===== config.mk =====
export PLATFORM = sky130hd
export DESIGN_NAME = pipe_stage_reg
export DESIGN_NICKNAME = d
export VERILOG_FILES = /design/src/rtl/pipe_pkg.sv /design/src/rtl/pipe_slot.sv /design/src/rtl/pipe_stage_reg_chk.sv /design/src/rtl/pipe_stage_reg.sv
export SDC_FILE = /design/constraint.sdc
export NUM_CORES = 1
export LEC_CHECK = 0
export ABC_CLOCK_PERIOD_IN_PS = 5000
export CORE_ASPECT_RATIO = 1.25
export CORE_MARGIN = 8
export CORE_UTILIZATION = 40
export CTS_BUF_LIST = sky130_fd_sc_hd__clkbuf_16
export CTS_CLUSTER_DIAMETER = 100
export DETAILED_ROUTE_END_ITERATION = 8
export PLACE_DENSITY = 0.67
export SLEW_MARGIN = 20
export SYNTH_ARGS = -nofsm -noshare
export SYNTH_HDL_FRONTEND = slang
export SYNTH_SLANG_ARGS = --single-unit

===== constraint.sdc =====
create_clock -name clk -period 5 [get_ports clk]
set_clock_uncertainty 0.15 [all_clocks]
set_input_delay 1 -clock clk [delete_from_list [all_inputs] [get_ports clk]]
set_output_delay 1 -clock clk [all_outputs]
set_load 0.01 [all_outputs]

===== src/rtl/pipe_pkg.sv =====
// Shared definitions for the inter-stage pipeline registers: default bundle
// widths, packed bundle layouts and the (main, skid) slot-state encoding.
package pipe_pkg;

   typedef struct packed {
      logic [31:0] pc_plus4;
      logic [31:0] instr;
   } if_id_data_t;

   typedef struct packed {
      logic [31:0] rs1_val;
      logic [31:0] rs2_val;
      logic [31:0] imm;
   } id_ex_data_t;

   typedef struct packed {
      logic [1:0] wb;
      logic [1:0] m;
      logic [3:0] ex;
      logic [4:0] rd;
      logic       jump;
      logic [1:0] spare;
   } id_ex_ctrl_t;

   typedef struct packed {
      logic [31:0] alu_result;
      logic [31:0] store_data;
      logic [31:0] pc_plus4;
   } ex_mem_data_t;

   typedef struct packed {
      logic [31:0] mem_data;
      logic [31:0] alu_result;
   } mem_wb_data_t;

   localparam int IF_ID_DATA_W  = $bits(if_id_data_t);
   localparam int IF_ID_CTRL_W  = 8;
   localparam int ID_EX_DATA_W  = $bits(id_ex_data_t);
   localparam int ID_EX_CTRL_W  = $bits(id_ex_ctrl_t);
   localparam int EX_MEM_DATA_W = $bits(ex_mem_data_t);
   localparam int EX_MEM_CTRL_W = 8;
   localparam int MEM_WB_DATA_W = $bits(mem_wb_data_t);
   localparam int MEM_WB_CTRL_W = 8;

   // Encoded as {main_valid, skid_valid}.
   typedef enum logic [1:0] {
      SLOT_EMPTY   = 2'b00,
      SLOT_ILLEGAL = 2'b01,
      SLOT_FULL1   = 2'b10,
      SLOT_FULL2   = 2'b11
   } slot_state_e;

endpackage


===== src/rtl/pipe_slot.sv =====
// One pipeline-stage slot: valid flag plus data and control registers.
// clear (flush) beats load, load beats drop; ctrl is zeroed whenever valid falls.
module pipe_slot #(
   parameter int                DATA_W   = 96,
   parameter int                CTRL_W   = 16,
   parameter logic [DATA_W-1:0] RST_DATA = {DATA_W{1'b0}}
) (
   input  logic              clk,
   input  logic              rst,
   input  logic              clear,
   input  logic              load,
   input  logic              drop,
   input  logic [DATA_W-1:0] load_data,
   input  logic [CTRL_W-1:0] load_ctrl,
   output logic              valid,
   output logic [DATA_W-1:0] data,
   output logic [CTRL_W-1:0] ctrl
);

   // Slot storage; data is left untouched on drop so the bubble value stays deterministic.
   always_ff @(posedge clk or negedge rst) begin
      if (!rst) begin
         valid <= 1'b0;
         data  <= RST_DATA;
         ctrl  <= {CTRL_W{1'b0}};
      end else if (clear) begin
         valid <= 1'b0;
         data  <= RST_DATA;
         ctrl  <= {CTRL_W{1'b0}};
      end else if (load) begin
         valid <= 1'b1;
         data  <= load_data;
         ctrl  <= load_ctrl;
      end else if (drop) begin
         valid <= 1'b0;
         ctrl  <= {CTRL_W{1'b0}};
      end
   end

endmodule


===== src/rtl/pipe_stage_reg_chk.sv =====
// Checker for the pipeline-stage register: the skid slot may never hold an
// entry while the main slot is empty.
module pipe_stage_reg_chk
   import pipe_pkg::*;
(
   input logic        clk,
   input logic        rst,
   input slot_state_e state
);

   // Flag the unreachable (main empty, skid full) combination.
   always @(posedge clk) begin
      if (rst) begin
         assert (state != SLOT_ILLEGAL)
         else $error("pipe_stage_reg: skid slot valid while main slot empty");
      end
   end

endmodule


===== src/rtl/pipe_stage_reg.sv =====
// Generic pipeline-stage register with valid/ready handshake, 2-entry skid
// buffer and synchronous flush. Optional counters: define PIPE_STAGE_PERF_EN.
module pipe_stage_reg
   import pipe_pkg::*;
#(
   parameter int                DATA_W   = 96,
   parameter int                CTRL_W   = 16,
   parameter logic [DATA_W-1:0] RST_DATA = {DATA_W{1'b0}}
) (
   input  logic              clk,
   input  logic              rst,
   input  logic              flush,
   input  logic              in_valid,
   output logic              in_ready,
   input  logic [DATA_W-1:0] in_data,
   input  logic [CTRL_W-1:0] in_ctrl,
   output logic              out_valid,
   input  logic              out_ready,
   output logic [DATA_W-1:0] out_data,
   output logic [CTRL_W-1:0] out_ctrl
`ifdef PIPE_STAGE_PERF_EN
   ,
   output logic [31:0]       stall_cnt,
   output logic [31:0]       flush_cnt
`endif
);

   logic              in_ready_r;
   logic              main_valid_s, skid_valid_s;
   logic [DATA_W-1:0] main_data_s, skid_data_s;
   logic [CTRL_W-1:0] main_ctrl_s, skid_ctrl_s;
   logic              accept_s, release_s;
   logic              main_load_s, main_drop_s, main_from_skid_s;
   logic              skid_load_s, skid_drop_s, skid_next_s;
   logic [DATA_W-1:0] main_load_data_s;
   logic [CTRL_W-1:0] main_load_ctrl_s;
   slot_state_e       state_s;

   assign state_s   = slot_state_e'({main_valid_s, skid_valid_s});
   assign accept_s  = in_valid & in_ready_r;
   assign release_s = main_valid_s & out_ready;

   // Slot load/drop decisions from the current occupancy and handshake.
   always_comb begin
      main_load_s      = 1'b0;
      main_drop_s      = 1'b0;
      main_from_skid_s = 1'b0;
      skid_load_s      = 1'b0;
      skid_drop_s      = 1'b0;
      case (state_s)
         SLOT_EMPTY: begin
            main_load_s = accept_s;
         end
         SLOT_FULL1: begin
            if (accept_s) begin
               main_load_s = release_s;
               skid_load_s = ~release_s;
            end else begin
               main_drop_s = release_s;
            end
         end
         SLOT_FULL2: begin
            if (release_s) begin
               main_load_s      = 1'b1;
               main_from_skid_s = 1'b1;
               skid_drop_s      = 1'b1;
            end else begin
               main_load_s = 1'b0;
            end
         end
         default: begin
            skid_drop_s = 1'b1;
         end
      endcase
   end

   assign main_load_data_s = main_from_skid_s ? skid_data_s : in_data;
   assign main_load_ctrl_s = main_from_skid_s ? skid_ctrl_s : in_ctrl;
   assign skid_next_s      = skid_load_s | (skid_valid_s & ~skid_drop_s);

   pipe_slot #(
      .DATA_W   (DATA_W),
      .CTRL_W   (CTRL_W),
      .RST_DATA (RST_DATA)
   ) u_main (
      .clk       (clk),
      .rst       (rst),
      .clear     (flush),
      .load      (main_load_s),
      .drop      (main_drop_s),
      .load_data (main_load_data_s),
      .load_ctrl (main_load_ctrl_s),
      .valid     (main_valid_s),
      .data      (main_data_s),
      .ctrl      (main_ctrl_s)
   );

   pipe_slot #(
      .DATA_W   (DATA_W),
      .CTRL_W   (CTRL_W),
      .RST_DATA (RST_DATA)
   ) u_skid (
      .clk       (clk),
      .rst       (rst),
      .clear     (flush),
      .load      (skid_load_s),
      .drop      (skid_drop_s),
      .load_data (in_data),
      .load_ctrl (in_ctrl),
      .valid     (skid_valid_s),
      .data      (skid_data_s),
      .ctrl      (skid_ctrl_s)
   );

   // in_ready tracks the next skid occupancy so it never depends on out_ready combinationally.
   always_ff @(posedge clk or negedge rst) begin
      if (!rst) begin
         in_ready_r <= 1'b1;
      end else if (flush) begin
         in_ready_r <= 1'b1;
      end else begin
         in_ready_r <= ~skid_next_s;
      end
   end

   assign in_ready  = in_ready_r;
   assign out_valid = main_valid_s;
   assign out_data  = main_data_s;
   assign out_ctrl  = main_ctrl_s;

`ifdef PIPE_STAGE_PERF_EN
   // Stall and flush event counters, wrapping at 2^32.
   always_ff @(posedge clk or negedge rst) begin
      if (!rst) begin
         stall_cnt <= 32'd0;
         flush_cnt <= 32'd0;
      end else begin
         if (in_valid & ~in_ready_r) begin
            stall_cnt <= stall_cnt + 32'd1;
         end
         if (flush & (main_valid_s | skid_valid_s)) begin
            flush_cnt <= flush_cnt + 32'd1;
         end
      end
   end
`endif

   pipe_stage_reg_chk u_chk (
      .clk   (clk),
      .rst   (rst),
      .state (state_s)
   );

endmodule


==> impl_metrics.tcl <==
set metrics [dict create \
    layoutNonFillerInstCount 1153 \
    synth_mux_area_share_pct 12.19 \
    cts_buffer_depth 3 \
    critPathMaxFanout 49 \
    drc 0 \
    hold_viol 0 \
    area_growth_syn_to_layout_pct 35.91 \
    pwr-share-seq_pct 47.2 \
    r2r_slack_ns 2.65 \
    period_needed_ns 2.917 \
    combPwrFrac_pct 12.5 \
    synth_top_family_by_area "compound AO/OA/AOI/OAI gates" \
    grt.overflow.total 0 \
    syn_nets 760 \
    core_area_um2 22810 \
    p_sw_mw 1.014 \
    r2r_start "u_main.valid$_DFFE_PN0P_" \
    syn_inst 643 \
    wl_per_cell_um 21.62 \
    portBuffers 230 \
    start_kind "primary input" \
    crit_end "u_main.data[84]$_DFFE_PN0P_" \
    startpoint "out_ready" \
    cts-root-buf "clkbuf_16" \
    drive_gt1_share_pct 6.127 \
    slew_headroom_pct 42.41 \
    rows 62 \
    cts_buffers 23 \
    intPower_mw 3.193 \
    cp.arrival_ns 3.18 \
    peakVddDrop_v 0.0002716 \
    dr_total_vias 6472 \
    synth_flop_cell "dfrtp_1" \
    grt_max_degree 140 \
    cts_sinks 227 \
    critPathCaptureType "register" \
    dr_wl_met3_um 2001 \
    synthDistinctLibCells 24 \
    grt_pass1_vias 6846 \
    dr_wl_met2_um 11300 \
    h-tree-depth 1 \
    period_share_pct 58.33 \
    critPathRequiredTime_ns 5.26 \
    fin_tns_setup_ns 0 \
    synth_xor_area_share_pct 0 \
    drv_cap 0 \
    clkTransAtPathRegs_ns 0.07 \
    hold_path.class "in2async" \
    timing.fmax_mhz 342.9 \
    switching_share_pct 24.10 \
    dieArea_um2 28130 \
    cts_tree "yes" \
    die_w_um 151.6 \
    antenna_cells 0 \
    synthArstFlopShare_pct 100.0 \
    synth_compound_area_share_pct 22.15 \
    ioPinCount 231 \
    critical_path_class "in2reg" \
    drtIter0Drc 383 \
    tightest_slew_ns 0.8639 \
    seq_area_frac_synth_pct 61.77 \
    wl_um 24930 \
    power_density_nw_per_um2 336.6 \
    antenna_found_initial 0 \
    dp.cells 1112 \
    first_pass_iters 4 \
    cpPeakStageDelay_ns 0.59 \
    status "completed" \
    post_cts_resized 0 \
    drv_slew 0 \
    die_y_um 185.5 \
    fillCellCount 1936 \
    holdBufCountCts 0 \
    crit_cells 5 \
    grt_pass1_wl_um 39230 \
    slowest_stage "buf_4" \
    synth-simple-area-share_pct 0.7074 \
    synth_edf_count 0 \
    rsz0062_at_grt "false" \
    synth_warnings 0 \
    reg2regPathDepth 4 \
    yosys.area_share.adder_pct 0 \
    highest_layer "met4" \
    grt_usage_pct 17.46 \
    path_buf_inv 2 \
    synth_seq_cells 227 \
    start_util_pct 40.33 \
    path_cells "clkdlybuf4s50_1 -> nand2b_1 -> a31oi_4 -> buf_4 -> o2bb2ai_1" \
    final-setup-viol-count 0 \
    clk_latency_ns 0.49 \
    crit_family "buffers and inverters" \
    ant_nets 0 \
    gp_congestion 0.7101 \
    hpwl_um 15270 \
    postCtsSetupBuffers 0 \
    synth_area_per_cell_um2 14.30 \
    p_leak_nw 6.131 \
    reg2reg_to "u_main.data[84]$_DFFE_PN0P_" \
    syn_area_um2 9198 \
    drt-met1-wl_um 11220 \
    vias_per_cell 5.613 \
    clockPowerShare_pct 40.3 \
    final_nets 967 \
]
[synth_stat cells (2+ instances only)]
cell,number,area (um2)
dfrtp_1,226,5655
mux2i_1,112,1121
o2bb2ai_1,112,980.9
a22o_1,96,840.8
buf_2,42,210.2
clkbuf_1,17,63.81
a32o_1,16,160.2
a21o_1,2,15.01
a21oi_2,2,17.52
and2_1,2,12.51
inv_1,2,7.510
nand2b_1,2,12.51
[worst min path at each step]
stage | to | from | cells after the start
4_1_cts | u_main.data[91]$_DFFE_PN0P_ | u_main.data[91]$_DFFE_PN0P_ | 1
2_1_floorplan | u_skid.data[90]$_DFFE_PN0P_ | u_skid.data[90]$_DFFE_PN0P_ | 1
5_1_grt | u_main.data[68]$_DFFE_PN0P_ | rst | 1
3_5_place_dp | u_main.ctrl[11]$_DFFE_PN0P_ | u_main.ctrl[11]$_DFFE_PN0P_ | 1
6_report | u_main.data[55]$_DFFE_PN0P_ | rst | 1
3_3_place_gp | u_main.data[74]$_DFFE_PN0P_ | u_main.data[74]$_DFFE_PN0P_ | 1
[registers in the layout (all words and copies together) (netlist names)]
name          cells
u_main.data      96
u_skid.data      96
in_ready          1
u_main.valid      1
u_skid.valid      1
u_skid.ctrl      16
u_main.ctrl      16
[per-stage QoR]
step	utilization, %	hold WS, ns	power (mW)	instance area, um2	setup WS, ns
5_1_grt	54.81	0.2626	4.381	12500	1.950
3_5_place_dp	51.47	0.3228	2.552	11740	1.547
6_report	54.81	0.2477	4.208	12500	2.083
4_1_cts	54.69	0.3419	4.265	12470	2.079
2_1_floorplan	-	0.3222	2.200	9198	2.701
3_3_place_gp	51.47	0.3213	2.549	11740	1.596
[layer usage]
metal	vias up	GRT usage [%]
met4	0	3.967
met5	-	0
li1	2915	-
met1	3317	24.26
met2	206	26.95
met3	34	4.500
[power by group through the flow]
| stage | clock network (mW) | logic (mW) | registers [mW] |
|---|---|---|---|
| floorplan | 0 | 0.161 | 2.04 |
| global placement | 0 | 0.530 | 2.02 |
| detailed placement | 0 | 0.535 | 2.02 |
| CTS | 1.74 | 0.537 | 1.99 |
| global route | 1.81 | 0.572 | 2.00 |
| finish | 1.69 | 0.527 | 1.99 |
[final cells by class]
class	count	area, um2	share of cell area (%)
inverter	2	7.507	0.06005
clock inverter	17	158.9	1.271
tap	288	360.3	2.883
timing repair buffer	243	2462	19.70
multi-input combinational	353	3254	26.03
sequential	227	5682	45.45
clock buffer	23	575.6	4.604
[cells in the final DEF (no fill, tap or decap)]
master / n
a21oi_2: 1
buf_16: 1
mux2i_1: 112
and2_1: 1
clkdlybuf4s50_1: 229
inv_6: 1
nand3_4: 1
clkinv_4: 1
bufinv_16: 3
dfrtp_1: 226
a21oi_4: 1
nor2b_1: 1
and2_4: 1
a22o_1: 96
buf_8: 1
nor3b_1: 1
nand2_1: 1
clkbuf_16: 23
dfstp_2: 1
inv_1: 3
nand2b_1: 2
clkinv_2: 5
a31oi_4: 1
a21oi_1: 1
a32o_1: 16
buf_4: 9
and3b_1: 1
nand4b_1: 1
buf_12: 3
o21ai_0: 1
a21o_1: 2
clkinv_1: 6
o2bb2ai_1: 112
[worst register-to-register path, cell delays in order, from the launching register on]
cell	delay (ns)
dfrtp_1	0.48
nand2b_1	0.24
a31oi_4	0.57
buf_4	0.59
o2bb2ai_1	0.25
[cell families after synthesis]
logic type      after synthesis
mux                         112
simple gates                 10
compound gates              231
flops                       227
buf+inv                      63
Power figures use the tool's default switching activity.
